==> src/rtl/datapath_pkg.sv <==
// Shared types for the writeback path.
// WB_NREQ   : number of completion requesters feeding the writeback arbiter.
// wb_src_t  : requester identities (scalar ALU, scalar LD/ST, matrix LD/ST, GEMM).
// wb_req_t  : one held completion (destination register + scalar result).
// wb_shape  : reshapes an entry for the register file it targets.
package datapath_pkg;

  localparam int WB_NREQ = 4;
  localparam int WB_RD_W = 5;
  localparam int WB_DATA_W = 32;

  typedef enum logic [1:0] {
    WB_ALU    = 2'd0,
    WB_S_LDST = 2'd1,
    WB_M_LDST = 2'd2,
    WB_GEMM   = 2'd3
  } wb_src_t;

  typedef struct packed {
    logic [WB_RD_W-1:0]   rd;
    logic [WB_DATA_W-1:0] data;
  } wb_req_t;

  // Matrix destinations only have 16 registers and carry no scalar data.
  function automatic wb_req_t wb_shape(input logic is_mat, input wb_req_t e);
    wb_req_t r;
    r = e;
    if (is_mat) begin
      r.rd   = {1'b0, e.rd[3:0]};
      r.data = '0;
    end
    return r;
  endfunction

endpackage

==> src/rtl/rr_arbiter.sv <==
// Combinational round-robin arbiter.
// req   : request vector
// ptr   : index at which the search starts (wraps NREQ-1 -> 0)
// grant : one-hot grant (all zero when no request)
// idx   : index of the granted request
// any   : at least one request granted
module rr_arbiter #(
  parameter int NREQ = 4,
  localparam int IW = (NREQ > 1) ? $clog2(NREQ) : 1
) (
  input  logic [NREQ-1:0] req,
  input  logic [IW-1:0]   ptr,
  output logic [NREQ-1:0] grant,
  output logic [IW-1:0]   idx,
  output logic            any
);

  logic [IW:0]   k_wide;
  logic [IW-1:0] k;

  always_comb begin
    grant  = '0;
    idx    = '0;
    any    = 1'b0;
    k_wide = '0;
    k      = '0;
    for (int off = 0; off < NREQ; off++) begin
      k_wide = {1'b0, ptr} + (IW+1)'(off);
      if (k_wide >= (IW+1)'(NREQ)) k_wide = k_wide - (IW+1)'(NREQ);
      k = k_wide[IW-1:0];
      if (!any && req[k]) begin
        any      = 1'b1;
        grant[k] = 1'b1;
        idx      = k;
      end
    end
  end

endmodule

==> src/rtl/wb_arbiter.sv <==
// Writeback arbiter: holds one completion per requester and retires at most
// one per cycle to the scalar or matrix register file, round-robin.
// CLK, nRST             : clock, asynchronous active-low reset
// req_valid/req_ready   : per-requester completion handshake
// req_rd/req_data       : per-requester destination and scalar result
// freeze                : suppress grants this cycle
// wb_valid/wb_is_mat/wb_rd/wb_data/wb_src : registered writeback
// s_clr_en/s_clr_sel, m_clr_en/m_clr_sel  : register-status-table clears
module wb_arbiter
  import datapath_pkg::*;
#(
  parameter int NREQ = WB_NREQ,
  parameter logic [NREQ-1:0] MAT_MASK = 4'b1100
) (
  input  logic                  CLK,
  input  logic                  nRST,
  input  logic [NREQ-1:0]       req_valid,
  output logic [NREQ-1:0]       req_ready,
  input  logic [NREQ-1:0][4:0]  req_rd,
  input  logic [NREQ-1:0][31:0] req_data,
  input  logic                  freeze,
  output logic                  wb_valid,
  output logic                  wb_is_mat,
  output logic [4:0]            wb_rd,
  output logic [31:0]           wb_data,
  output logic [1:0]            wb_src,
  output logic                  s_clr_en,
  output logic [4:0]            s_clr_sel,
  output logic                  m_clr_en,
  output logic [3:0]            m_clr_sel
);

  localparam int IW = (NREQ > 1) ? $clog2(NREQ) : 1;

  logic [NREQ-1:0] held;
  wb_req_t         ent [NREQ];
  logic [IW-1:0]   rr_ptr;

  logic [NREQ-1:0] eligible;
  logic [NREQ-1:0] grant;
  logic [IW-1:0]   win_idx;
  logic            win_any;
  logic            win_mat;
  wb_req_t         win_ent;
  logic [NREQ-1:0] accept;

  // An entry becomes eligible the cycle after capture; freeze masks all.
  assign eligible = held & {NREQ{~freeze}};

  rr_arbiter #(.NREQ(NREQ)) u_rr (
    .req   (eligible),
    .ptr   (rr_ptr),
    .grant (grant),
    .idx   (win_idx),
    .any   (win_any)
  );

  // A slot being drained this cycle can take a new completion at once.
  assign req_ready = ~held | grant;
  assign accept    = req_valid & req_ready;

  assign win_mat = MAT_MASK[win_idx];
  assign win_ent = wb_shape(win_mat, ent[win_idx]);

  // ---- entry stage: held flags and round-robin pointer ----
  always_ff @(posedge CLK or negedge nRST) begin
    if (!nRST) begin
      held   <= '0;
      rr_ptr <= '0;
    end else begin
      for (int i = 0; i < NREQ; i++) begin
        // Capture wins over grant so a pass-through entry stays held.
        if (accept[i])     held[i] <= 1'b1;
        else if (grant[i]) held[i] <= 1'b0;
      end
      if (win_any) begin
        if (win_idx == IW'(NREQ-1)) rr_ptr <= '0;
        else                        rr_ptr <= win_idx + 1'b1;
      end
    end
  end

  always_ff @(posedge CLK) begin
    for (int i = 0; i < NREQ; i++) begin
      if (accept[i]) ent[i] <= '{rd: req_rd[i], data: req_data[i]};
    end
  end

  // ---- writeback stage ----
  always_ff @(posedge CLK or negedge nRST) begin
    if (!nRST) begin
      wb_valid  <= 1'b0;
      wb_is_mat <= 1'b0;
      wb_rd     <= '0;
      wb_data   <= '0;
      wb_src    <= '0;
    end else begin
      wb_valid <= win_any;
      if (win_any) begin
        wb_is_mat <= win_mat;
        wb_rd     <= win_ent.rd;
        wb_data   <= win_ent.data;
        wb_src    <= 2'(win_idx);
      end
    end
  end

  assign s_clr_en  = wb_valid & ~wb_is_mat;
  assign s_clr_sel = wb_rd;
  assign m_clr_en  = wb_valid & wb_is_mat;
  assign m_clr_sel = wb_rd[3:0];

endmodule

==> config.mk <==
export PLATFORM = sky130hd
export DESIGN_NAME = wb_arbiter
export DESIGN_NICKNAME = d
export VERILOG_FILES = /design/src/rtl/datapath_pkg.sv /design/src/rtl/rr_arbiter.sv /design/src/rtl/wb_arbiter.sv
export SDC_FILE = /design/constraint.sdc
export NUM_CORES = 1
export LEC_CHECK = 0
export ABC_CLOCK_PERIOD_IN_PS = 3400
export BUFFER_PORTS_ARGS = -buffer_cell sky130_fd_sc_hd__buf_2
export CORE_ASPECT_RATIO = 0.8
export CORE_MARGIN = 2
export CORE_UTILIZATION = 44
export DETAILED_ROUTE_END_ITERATION = 12
export GPL_ROUTABILITY_DRIVEN = 0
export PLACE_DENSITY = 0.86
export SLEW_MARGIN = 20
export SYNTH_ARGS = -nofsm -noshare
export SYNTH_HDL_FRONTEND = slang
export SYNTH_SLANG_ARGS = --single-unit
==> constraint.sdc <==
create_clock -name CLK -period 3.4 [get_ports CLK]
set_input_delay 0.17 -clock CLK [delete_from_list [all_inputs] [get_ports CLK]]
set_output_delay 0.17 -clock CLK [all_outputs]
set_load 0.02 [all_outputs]
# Word level (Yosys, flattened, before mapping)
# Memory sizes are Yosys's and may differ from the RTL's.
# Cells that the tools add are included.
[classes] addsub=8 order_cmp=13 n_eq_ne=1 n_mux=52 n_bitwise=11 reduce_logical=14
[op_table] cell="$mux W37" count=1
[op_table] cell="$mux W1" count=29
[op_table] cell="$mux W2" count=9
[op_table] cell="$mux W4" count=4
[op_table] cell="$or A4 B4 Y4" count=4
[op_table] cell="$lt A2 B3 Y1 const B" count=5
[op_table] cell="$bmux W1 S2" count=5
[op_table] cell="$ge A3 B3 Y1 const B" count=3
[op_table] cell="$and A4 B4 Y4" count=2
[op_table] cell="$demux W1 S2" count=4
[op_table] cell="$ge A2 B1 Y1 const B" count=4
[op_table] cell="$reduce_bool A2 Y1" count=4
[op_table] cell="$sub A2 B1 Y2 const B" count=4
[op_table] cell="$logic_and A1 B1 Y1" count=7
[op_table] cell="$add A2 B2 Y3 const B" count=2
[op_table] cell="$not A4 Y4" count=1
[op_table] cell="$add A2 B1 Y3 const B" count=1
[op_table] cell="$ge A2 B3 Y1 const B" count=1
[op_table] cell="$logic_not A1 Y1" count=3
[op_table] cell="$add A2 B1 Y2 const B" count=1
[op_table] cell="$and A1 B1 Y1" count=2
[op_table] cell="$eq A2 B2 Y1 const B" count=1
[op_table] cell="$not A1 Y1" count=2
[word_totals] ff_bits=47 ramBits=148 inputBits=155 out_inout_bits=56 wordCells=110 n_memories=1
[memory_table] memory="ent" words=4 word_bits=37 rd=1 rd_ports_with_merged_regs=0 write_ports=4 line_no="wb_arbiter.sv:36" text="wb_req_t ent [NREQ];"

# Logic depth before layout (Yosys ltp)
# Gate-level depths: netlist of the first run.
[depth] depth_word=18 ltp_mapped=15 depth_no_buf=11

# Hierarchy
# Synthesis of the first run repeated with hierarchy kept, for this count alone.
[unflattened] cells_unflattened=339 hier_area_um2=5238.8
[modules_own_cells] mod="wb_arbiter" instances=1 cells_each=294 area_each_um2=4817.1 seq_area_each_um2=3613.5
[modules_own_cells] mod="rr_arbiter" instances=1 cells_each=45 area_each_um2=421.7 seq_area_each_um2=0.0

# Worst setup path before layout of the first run
# Ideal clock, no wire load.
[synth_path] kind="register -> register" startpoint="reg rr_ptr[0]" endpoint="mem ent[0][0] (netlist name) (enable)" setup_ps=398 arrival_time_ps=3258 required_ps=3002 path_slack_ps=-256 path_stages_with_launch=10 path_buffers=2 period_less_slack_ps=3656 cell_sequence="dfrtp_1 -> buf_6 -> inv_1 -> ha_1 -> clkbuf_1 -> or3_1 -> a211oi_2 -> a22oi_1 -> nand4_1 -> and2_1"
[synth_lines] element="start: declaration" line_no="wb_arbiter.sv:37" text="logic [IW-1:0] rr_ptr;"
[synth_lines] element="start signal: assignment" line_no="wb_arbiter.sv:78" text="else rr_ptr <= win_idx + 1'b1;"
[synth_lines] element="end: declaration" line_no="wb_arbiter.sv:36"

# Worst setup path in the final report of the first run
[layout_path] startpoint="reg rr_ptr[1]" endpoint="reg wb_data[14]"
[layout_between] elab_chain_len=17 elab_cells_between_ends=41 classes_between="add/sub: 7; order compare: 4; mux: 23; reduce/logical: 6; memory: 1"
[layout_rtl] element="parallel branches: the longest is 17 deep, another holds $add A2 B1 Y3"
[layout_rtl] element="end signal: assignment" line_no="wb_arbiter.sv:102" text="wb_data <= win_ent.data;"
[layout_rtl] element="end: declaration" line_no="wb_arbiter.sv:25" text="output logic [31:0] wb_data,"
# Parallel ways; which one is timed is not known. The select of a mux whose other input is x is not followed.
# A chain may end at the register's enable or synchronous reset.

==> results.toml, run 1 <==
[floorplanning]
core_region_area_sq_um = 11600
die_y_um = 102
start_util_pct = 45.3
rows = 35
io_pins = 211
dieArea_sq_um = 12900
die_x_um = 126

[timing]
worst_clock_skew_ns = 0.0110
rsz0062_at_grt = "no"
slew_viol_final = 0
period_share_pct = 89.8
whs_ns = 0.252
fin_crit_ns = 3.05
maxSlewHeadroom_pct = 57.5
finalHoldViolCount = 0
setup_violations = 0
tns_ns = 0
worstMarginPinSlew_ns = 0.637
fmax_mhz = 328

[critical_path]
r2r_end = "wb_data[14]"
timing.rr.start = "rr_ptr[1]"
arrival_ns = 3.33
crit_type = "reg -> reg"
cp-start-kind = "register"
end_kind = "register"
rr_worst_depth = 9
cp_max_fo = 11
rrSetupSlack_ns = 0.35
cp.required_ns = 3.68

[drt]
wirelength_met1_um = 5290
drt-total-wl_um = 13400
drt-vias-per-instance = 5.03
drt-initial-drc-count = 193
drc = 0
routedWlPerCell_um = 17.7
top_layer_used = "met4"
dr_wl_met2_um = 7120
met3_length_um = 742
drtAntennaViolNets = 0
dr.pass1.iters = 5
vias = 3792

[worst_hold_path]
min_path_cells = 4
min_from = "freeze"
min_path_type = "in -> reg"
min_to = "wb_is_mat"

[clocking]
cts_buffers = 17
cts_sinks = 128
cts_buffer_depth = 2
clockRootBuffer = "clkbuf_16"
insertion_delay_ns = 0.41
clk_pin_slew_worst_paths_ns = 0.06
cts_tree = "built"
htreeDepth = 4

[yosys]
netlist_area_sq_um = 5260
postSynthAreaPerCell_sq_um = 14.7
synthDistinctLibCells = 42
synth-main-ff-cell = "edfxtp_1"
synth.area.top_cells = "edfxtp_1, dfrtp_1, mux2i_1, o21ai_1, nand2_1"
synth_area_leader_cell = "edfxtp_1"
postSynthCellCount = 359
synth_edf_count = 82
ys_seq_elements = 128
synth_top_area_share_pct = 46.8
synth_nets = 523
async_flop_share_pct = 35.9
synth_seq_area_share_pct = 68.7
yosys_warnings = 0

[finish]
fin_nets = 757
final_common_cell = "buf_2"
drive_gt1_share_pct = 33.8
finish.utilization_pct = 64.7
layout_common_cells = "buf_2, dlygate4sd3_1, edfxtp_1"
area_growth_pct = 42.8
antennaDiodeCount = 0

[global_route]
grt_pass1_vias = 4165
track_usage_pct = 21.8
grt_max_degree = 47
overflow = 0
grt_first_pass_wirelength_um = 21300
antenna_found_initial = 0

[power]
leakagePower_nw = 3.29
max-vdd-ir-drop_uv = 555
power.total_mw = 6.92
powerDensity_nw_per_um2 = 921

[placed_design]
numPortBuffers = 144
dpl.hpwl_um = 7470

[status]
status = "completed"

[run]
maxCapViolations = 0
[per-stage QoR]
| step | std cells | area (sq um) | setup WS (ns) |
|---|---|---|---|
| after floorplan | 359 | 5260 | 0.126 |
| after global placement | 631 | 6020 | 0.283 |
| after detailed placement | 631 | 6020 | 0.204 |
| after CTS | 749 | 7470 | 0.177 |
| after global routing | 754 | 7510 | 0.121 |
| final | 754 | 7510 | 0.348 |
[flip-flops by register name (all words and copies together) (netlist names)]
| signal | flops |
|---|---|
| wb_data | 32 |
| wb_src | 1 |
| wb_is_mat | 1 |
| held | 4 |
| rr_ptr | 2 |
| s_clr_sel | 5 |
| wb_valid | 1 |
| ent | 82 |
[cell usage after synthesis (5+ instances only)]
cell type  count
mux2i_1       43
and2_1         5
nand2b_1       5
dfrtp_1       46
o21ai_1       38
edfxtp_1      82
nand2_1       48
ha_1           9
nor2_1         6
buf_4         14
[repair_timing]
| action | CTS | global route |
|---|---|---|
| hold buffers | 86 | 1 |
| hold endpoints to repair | 86 | 46 |
| setup buffers | 0 | 4 |
| endpoints found under the setup margin | 0 | 24 |
| resized for setup | 0 | 1 |
[where the power goes]
group          internal (mW)  switching (mW)
logic                  0.980            1.57
clock network           1.09           0.698
registers               2.29           0.291
total                   4.36            2.56
[kinds of logic (layout without fill, tap and decap cells)]
logic type	Yosys count	count (layout)	share of synthesized area, %
buf+inv	35	282	5.23
fa+ha+maj	9	9	2.14
simple gates	82	82	7.42
xor+xnor	1	1	0.309
mux	46	46	8.87
compound gates	58	58	7.33
flops	128	128	68.7
[worst max-delay path by stage]
stage	start	endpoint
after floorplan	rr_ptr[0]	ent[0][0]
after global placement	rr_ptr[1]	wb_data[29]
after detailed placement	rr_ptr[1]	wb_data[26]
after CTS	rr_ptr[1]	wb_data[14]
after global routing	rr_ptr[1]	wb_data[28]
final	rr_ptr[1]	wb_data[14]
[layout make-up]
type / count / area (sq um)
Clock inverter: 15 / 161
Tap cell: 148 / 185
Multi-Input combinational cell: 196 / 1390
Clock buffer: 17 / 425
Timing Repair Buffer: 244 / 1720
Fill cell: 826 / 4090
Inverter: 6 / 22.5
Sequential cell: 128 / 3610
[worst max-delay path, cell delays in order (launching register included)]
cell	delay (ns)
dfrtp_2	0.48
inv_1	0.19
ha_1	0.48
or2b_1	0.27
a2bb2oi_2	0.16
o21ai_4	0.30
mux2i_4	0.41
buf_4	0.30
mux2i_1	0.25
o21ai_1	0.09
[layer usage]
metal  up-vias  GRT usage (%)
li1       1768              -
met1      1850           24.6
met2       153           39.5
met3        21           6.76
met4         0           7.44
met5         -              0
Note: power is estimated with default switching activity, not from simulation.
==> run 2, diff against run 1 <==
--- a/config.mk
+++ b/config.mk
@@ -5,14 +5,16 @@
 export SDC_FILE = /design/constraint.sdc
 export NUM_CORES = 1
 export LEC_CHECK = 0
+export ABC_AREA = 1
 export ABC_CLOCK_PERIOD_IN_PS = 3400
 export BUFFER_PORTS_ARGS = -buffer_cell sky130_fd_sc_hd__buf_2
 export CORE_ASPECT_RATIO = 0.8
 export CORE_MARGIN = 2
-export CORE_UTILIZATION = 44
+export CORE_UTILIZATION = 45
 export DETAILED_ROUTE_END_ITERATION = 12
 export GPL_ROUTABILITY_DRIVEN = 0
 export PLACE_DENSITY = 0.86
+export SKIP_CTS_REPAIR_TIMING = 1
 export SLEW_MARGIN = 20
 export SYNTH_ARGS = -nofsm -noshare
 export SYNTH_HDL_FRONTEND = slang
==> run 2 against run 1 <==
Via count grew 13%. Total power grew 42%. Register-to-register slack gained 0.09 ns. Sequential power grew 7%. Clock power shrank 8%. Highest routed layer unchanged.
==> results.toml, run 2 <==
[status]
status = "completed"

[drt]
drt-vias-per-instance = 4.91
drtAntennaViolNets = 0
drt-initial-drc-count = 369
vias = 4272
routedWlPerCell_um = 16.6
dr.pass1.iters = 4
drc = 0
drt-total-wl_um = 14400

[critical_path]
end_kind = "output port"
crit_path_cell_trace = "inv_1 -> ha_1 -> inv_1 -> nand2_1 -> nand2_2 -> nor2_8 -> nand2_1 -> inv_1 -> nand2_1 -> nand3_1 -> a21oi_1 -> nand2_1 -> buf_2"
arrival_ns = 2.90
cp_max_fo = 8
cp.required_ns = 3.23
critPathSlowestCell = "dfrtp_1"
worst_path_largest_cell_delay_ns = 0.54
crit_type = "reg -> out"
cp-start-kind = "register"
cp_common_cell = "nand2_1"

[finish]
area_growth_pct = 40.2
final_common_cell = "buf_2"
top_register = "ent"
drive_gt1_share_pct = 35.8
layout_common_cells = "buf_2, nand2_1, dlygate4sd3_1"
nFillCells = 916
antennaDiodeCount = 0
largest_register_ffs = 82
fin_nets = 850

[power]
pwr-share-clk_pct = 16.7
power.share.combinational_pct = 55.3
netSwitchingFraction_pct = 45.6
max-vdd-ir-drop_uv = 603
powerDensity_nw_per_um2 = 1250
power.total_mw = 9.81
intPower_mw = 5.34
pwr-share-seq_pct = 28.0
leakagePower_nw = 3.57
power.switching_mw = 4.48

[timing]
period_share_pct = 90.2
fmax_mhz = 326
tns_ns = 0
worstMarginPinSlew_ns = 0.671
slew_viol_final = 0
maxSlewHeadroom_pct = 55.3
fin_crit_ns = 3.07
worst_clock_skew_ns = 0.0108
rsz0062_at_grt = "no"
setup_violations = 0
setup_slack_ns = 0.332
finalHoldViolCount = 0

[yosys]
synth.most_common_cell = "nand2_1"
postSynthAreaPerCell_sq_um = 12.5
synth_commonest_cells = "nand2_1, edfxtp_1, dfrtp_1, o211ai_2, or2_1"
synth-main-ff-cell = "edfxtp_1"
yosys_warnings = 0
synth_edf_count = 82
ys_seq_elements = 128
synth_nets = 615
netlist_area_sq_um = 5620
synthDistinctLibCells = 31
postSynthCellCount = 451
synth.area.top_cells = "edfxtp_1, dfrtp_1, nand2_1, o211ai_2, or2_1"
synth_seq_area_share_pct = 64.3
async_flop_share_pct = 35.9
synth_top_area_share_pct = 43.8
synth_area_leader_cell = "edfxtp_1"

[global_route]
track_usage_pct = 19.8
grt_max_degree = 47
grt_first_pass_wirelength_um = 20300
antenna_found_initial = 0
overflow = 0
grt_pass1_vias = 3916

[clocking]
clk_pin_slew_worst_paths_ns = 0.05
cts_tree = "built"
cts_buffers = 17
clockRootBuffer = "clkbuf_16"
cts_buffer_depth = 2
htreeDepth = 4
insertion_delay_ns = 0.42
cts_sinks = 128

[run]
maxCapViolations = 0

[placed_design]
dpl.hpwl_um = 8690
numPortBuffers = 144
place_ws_ns = 0.495

[floorplanning]
core_region_area_sq_um = 12200
rows = 36
dieArea_sq_um = 13400
start_util_pct = 46.1
die_y_um = 104
io_pins = 211
die_x_um = 129

[worst_hold_path]
min_path_type = "in -> reg"
## run 2: changes by cell type in the layout (fill, tap and decap cells not counted), moves of 5 or more
cell and delta:
or2_1 +30, nand2_4 +5, nand4_1 +5, nand3_1 +17, mux2i_1 -42, nand2_1 +73
clkinv_2 +7, inv_1 +22, o211ai_2 +30, nand2b_1 -5, a21oi_1 +5, nand2_2 +6
o21ai_1 -38
## run 2: stage by stage
| stage | hold WS (ns) | utilization [%] | instances | instance area (sq um) |
|---|---|---|---|---|
| 2_1_floorplan | -0.126 | - | 451 | 5630 |
| 3_3_place_gp | 0.348 | 53.1 | 752 | 6480 |
| 3_5_place_dp | 0.252 | 53.1 | 752 | 6490 |
| 4_1_cts | -0.198 | 57.5 | 784 | 7020 |
| 5_1_grt | 0.0193 | 64.6 | 870 | 7880 |
| 6_report | 0.0300 | 64.6 | 870 | 7880 |
## run 2: layout make-up
class | count | area [sq um] | area share (%)
Timing Repair Buffer | 242 | 1690 | 21.4
Multi-Input combinational cell | 264 | 1700 | 21.6
Clock buffer | 20 | 437 | 5.54
Sequential cell | 128 | 3610 | 45.8
Tap cell | 171 | 214 | 2.71
Inverter | 33 | 131 | 1.67
Clock inverter | 12 | 96.3 | 1.22
## run 2: cell families (layout without fill, tap and decap cells)
group                      count (synthesis)  after routing  share of synthesized area, %
AOI/OAI and AO/OA                         49             49                          8.92
adders and majority gates                  9              9                          2.00
DFF                                      128            128                          64.3
and+or+nand+nor                          206            206                          19.0
buffers and inverters                     59            307                          5.79
## run 2: worst paths after layout
| kind | startpoint | end | slack [ns] | cells after the start |
|---|---|---|---|---|
| setup reg to reg | rr_ptr[1] | wb_data[4] | 0.44 | 10 |
| setup / recovery | rr_ptr[1] | req_ready[3] | 0.33 | 13 |
| hold / removal | req_valid[1] | held[1] | 0.03 | 3 |
| max in group asynchronous | nRST | wb_data[20] | 2.61 | 2 |
| min in group asynchronous | nRST | held[2] | 0.33 | 2 |
| hold reg to reg | wb_data[30] | wb_data[30] | 0.47 | 2 |
## run 2: power groups by stage
stage / clock network [mW] / logic, mW / registers [mW]
final: 1.64 / 5.43 / 2.75
after global routing: 1.74 / 5.98 / 2.81
after CTS: 1.66 / 5.38 / 2.74
after detailed placement: 0 / 5.36 / 2.77
after global placement: 0 / 5.16 / 2.73
after floorplan: 0 / 3.82 / 3.00
## run 2: per-layer routing
metal / share of wire, % / global-route usage (%) / vias to the layer above
met4: 1.4 / 6.83 / 0
met3: 5.0 / 5.20 / 20
met1: 41 / 25.9 / 2078
met5: 0 / 0 / -
met2: 53 / 31.8 / 170
li1: - / - / 2004
## run 2: critical path: cells and delay by family (launching register included)
kind / cells / cell delay, ns
simple gates: 7 / 0.62
flops: 1 / 0.54
fa+ha+maj: 1 / 0.37
buf+inv: 4 / 0.69
compound gates: 1 / 0.27
==> run 3, diff against run 2 <==
--- a/config.mk
+++ b/config.mk
@@ -5,12 +5,11 @@
 export SDC_FILE = /design/constraint.sdc
 export NUM_CORES = 1
 export LEC_CHECK = 0
-export ABC_AREA = 1
 export ABC_CLOCK_PERIOD_IN_PS = 3400
 export BUFFER_PORTS_ARGS = -buffer_cell sky130_fd_sc_hd__buf_2
 export CORE_ASPECT_RATIO = 0.8
 export CORE_MARGIN = 2
-export CORE_UTILIZATION = 45
+export CORE_UTILIZATION = 44
 export DETAILED_ROUTE_END_ITERATION = 12
 export GPL_ROUTABILITY_DRIVEN = 0
 export PLACE_DENSITY = 0.86
==> run 3 against run 2 <==
Setup slack better by 0.025 ns. Wire length is 7.0% lower. Critical path depth is 4 lower. Largest power group is now registers. Design area is 4.7% lower. Count of clock-buffer cells in the layout is 3 lower. Sequential power is 6% lower. Clock power is 9.8% higher. Largest cell class unchanged.
==> results.toml, run 3 (same netlist as run 1, synthesis figures left out) <==
[finish]
antennaDiodeCount = 0
layout_common_cells = "buf_2, dlygate4sd3_1, edfxtp_1"
final_common_cell = "buf_2"
fin_nets = 757
drive_gt1_share_pct = 33.8
design_area_sq_um = 7510
top_register = "ent"
area_growth_pct = 42.8
largest_register_ffs = 82
nFillCells = 817

[critical_path]
cp.required_ns = 3.68
cp_max_fo = 11
cp-start-kind = "register"
end_kind = "register"
crit_type = "reg -> reg"
arrival_ns = 3.32

[floorplanning]
start_util_pct = 45.3
rows = 35
core_region_area_sq_um = 11600
die_x_um = 126
dieArea_sq_um = 12900
die_y_um = 102
io_pins = 211

[drt]
dr.pass1.iters = 5
vias = 3804
drt-vias-per-instance = 5.05
routedWlPerCell_um = 17.8
drt-initial-drc-count = 264
drc = 0
drt-total-wl_um = 13400
drtAntennaViolNets = 0

[power]
power.switching_mw = 2.57
powerDensity_nw_per_um2 = 922
netSwitchingFraction_pct = 37.1
pwr-share-seq_pct = 37.2
max-vdd-ir-drop_uv = 489
leakagePower_nw = 3.29
power.share.combinational_pct = 36.8
pwr-share-clk_pct = 25.9
intPower_mw = 4.36
power.total_mw = 6.93

[timing]
fmax_mhz = 329
finalHoldViolCount = 0
tns_ns = 0
worstMarginPinSlew_ns = 0.643
slew_viol_final = 0
fin_crit_ns = 3.04
period_share_pct = 89.5
rsz0062_at_grt = "no"
maxSlewHeadroom_pct = 57.1
worst_clock_skew_ns = 0.0131
setup_violations = 0

[placed_design]
dpl.hpwl_um = 7470
numPortBuffers = 144
place_area_sq_um = 6020

[clocking]
insertion_delay_ns = 0.41
clockRootBuffer = "clkbuf_16"
cts_tree = "built"
clk_pin_slew_worst_paths_ns = 0.06
cts_buffer_depth = 2
cts_sinks = 128
htreeDepth = 4
cts_buffers = 17

[global_route]
met1_usage_pct = 22.3
top_usage_layer = "met2"
track_usage_pct = 18.3
antenna_found_initial = 0
grt_pass1_vias = 3605
grt_use_met3_pct = 5.86
use_met2_pct = 30.9
grt_max_degree = 47
grt_first_pass_wirelength_um = 18000
overflow = 0

[run]
maxCapViolations = 0

[worst_hold_path]
min_path_type = "in -> reg"

[status]
status = "completed"
-- run 3: cell count changes in the layout (fill, tap and decap cells not counted), sizes merged, moves of 5 or more --
cell    before  now
a21oi        8    1
and2         0    5
inv         32   10
mux2i        0   44
nand2      133   48
nand2b       0    5
nand3       25    2
nand4        9    4
o211ai      32    2
o21ai        5   40
or2         32    1
-- run 3: power groups by stage --
stage | clock network [mW] | registers [mW] | logic (mW)
final | 1.80 | 2.58 | 2.55
after global placement | 0 | 2.56 | 2.36
after detailed placement | 0 | 2.59 | 2.42
after floorplan | 0 | 2.79 | 1.56
after global routing | 1.90 | 2.63 | 2.78
after CTS | 1.82 | 2.57 | 2.43
-- run 3: metal layers --
metal	wire (um)	share of wire, %
met5	0	0
met4	242	1.8
met3	765	5.7
met1	5220	39
met2	7170	54
-- run 3: final timing paths --
check	slack, ns	cells after the start	end	from
max in group asynchronous	2.56	2	rr_ptr[1]	nRST
setup reg to reg	0.36	9	wb_data[14]	rr_ptr[1]
min in group asynchronous	0.37	2	wb_data[25]	nRST
hold reg to reg	0.48	2	wb_data[7]	wb_data[7]
setup / recovery	0.36	9	wb_data[14]	rr_ptr[1]
hold / removal	0.25	4	wb_is_mat	freeze
-- run 3: layout make-up --
type / count / area [sq um] / area share (%)
sequential: 128 / 3610 / 48.1
timing repair buffer: 244 / 1720 / 22.9
multi-input combinational: 196 / 1390 / 18.5
clock buffer: 17 / 425 / 5.66
tap: 148 / 185 / 2.47
clock inverter: 15 / 161 / 2.15
inverter: 6 / 22.5 / 0.300
-- run 3: worst max-delay path, stage by stage, from the launching register on --
cell,delay (ns)
dfrtp_2,0.48
inv_1,0.18
ha_1,0.48
or2b_1,0.27
a2bb2oi_2,0.16
o21ai_4,0.29
mux2i_4,0.41
buf_4,0.30
mux2i_1,0.25
o21ai_1,0.09
-- run 3: stage by stage --
stage | std cells | hold WS [ns] | worst slack [ns] | util (%)
global placement | 631 | 0.346 | 0.283 | 51.9
floorplan | 359 | -0.126 | 0.126 | -
global route | 754 | 0.289 | 0.122 | 64.7
finish | 754 | 0.247 | 0.356 | 64.7
CTS | 663 | -0.0809 | 0.177 | 56.9
detailed placement | 631 | 0.348 | 0.204 | 51.9
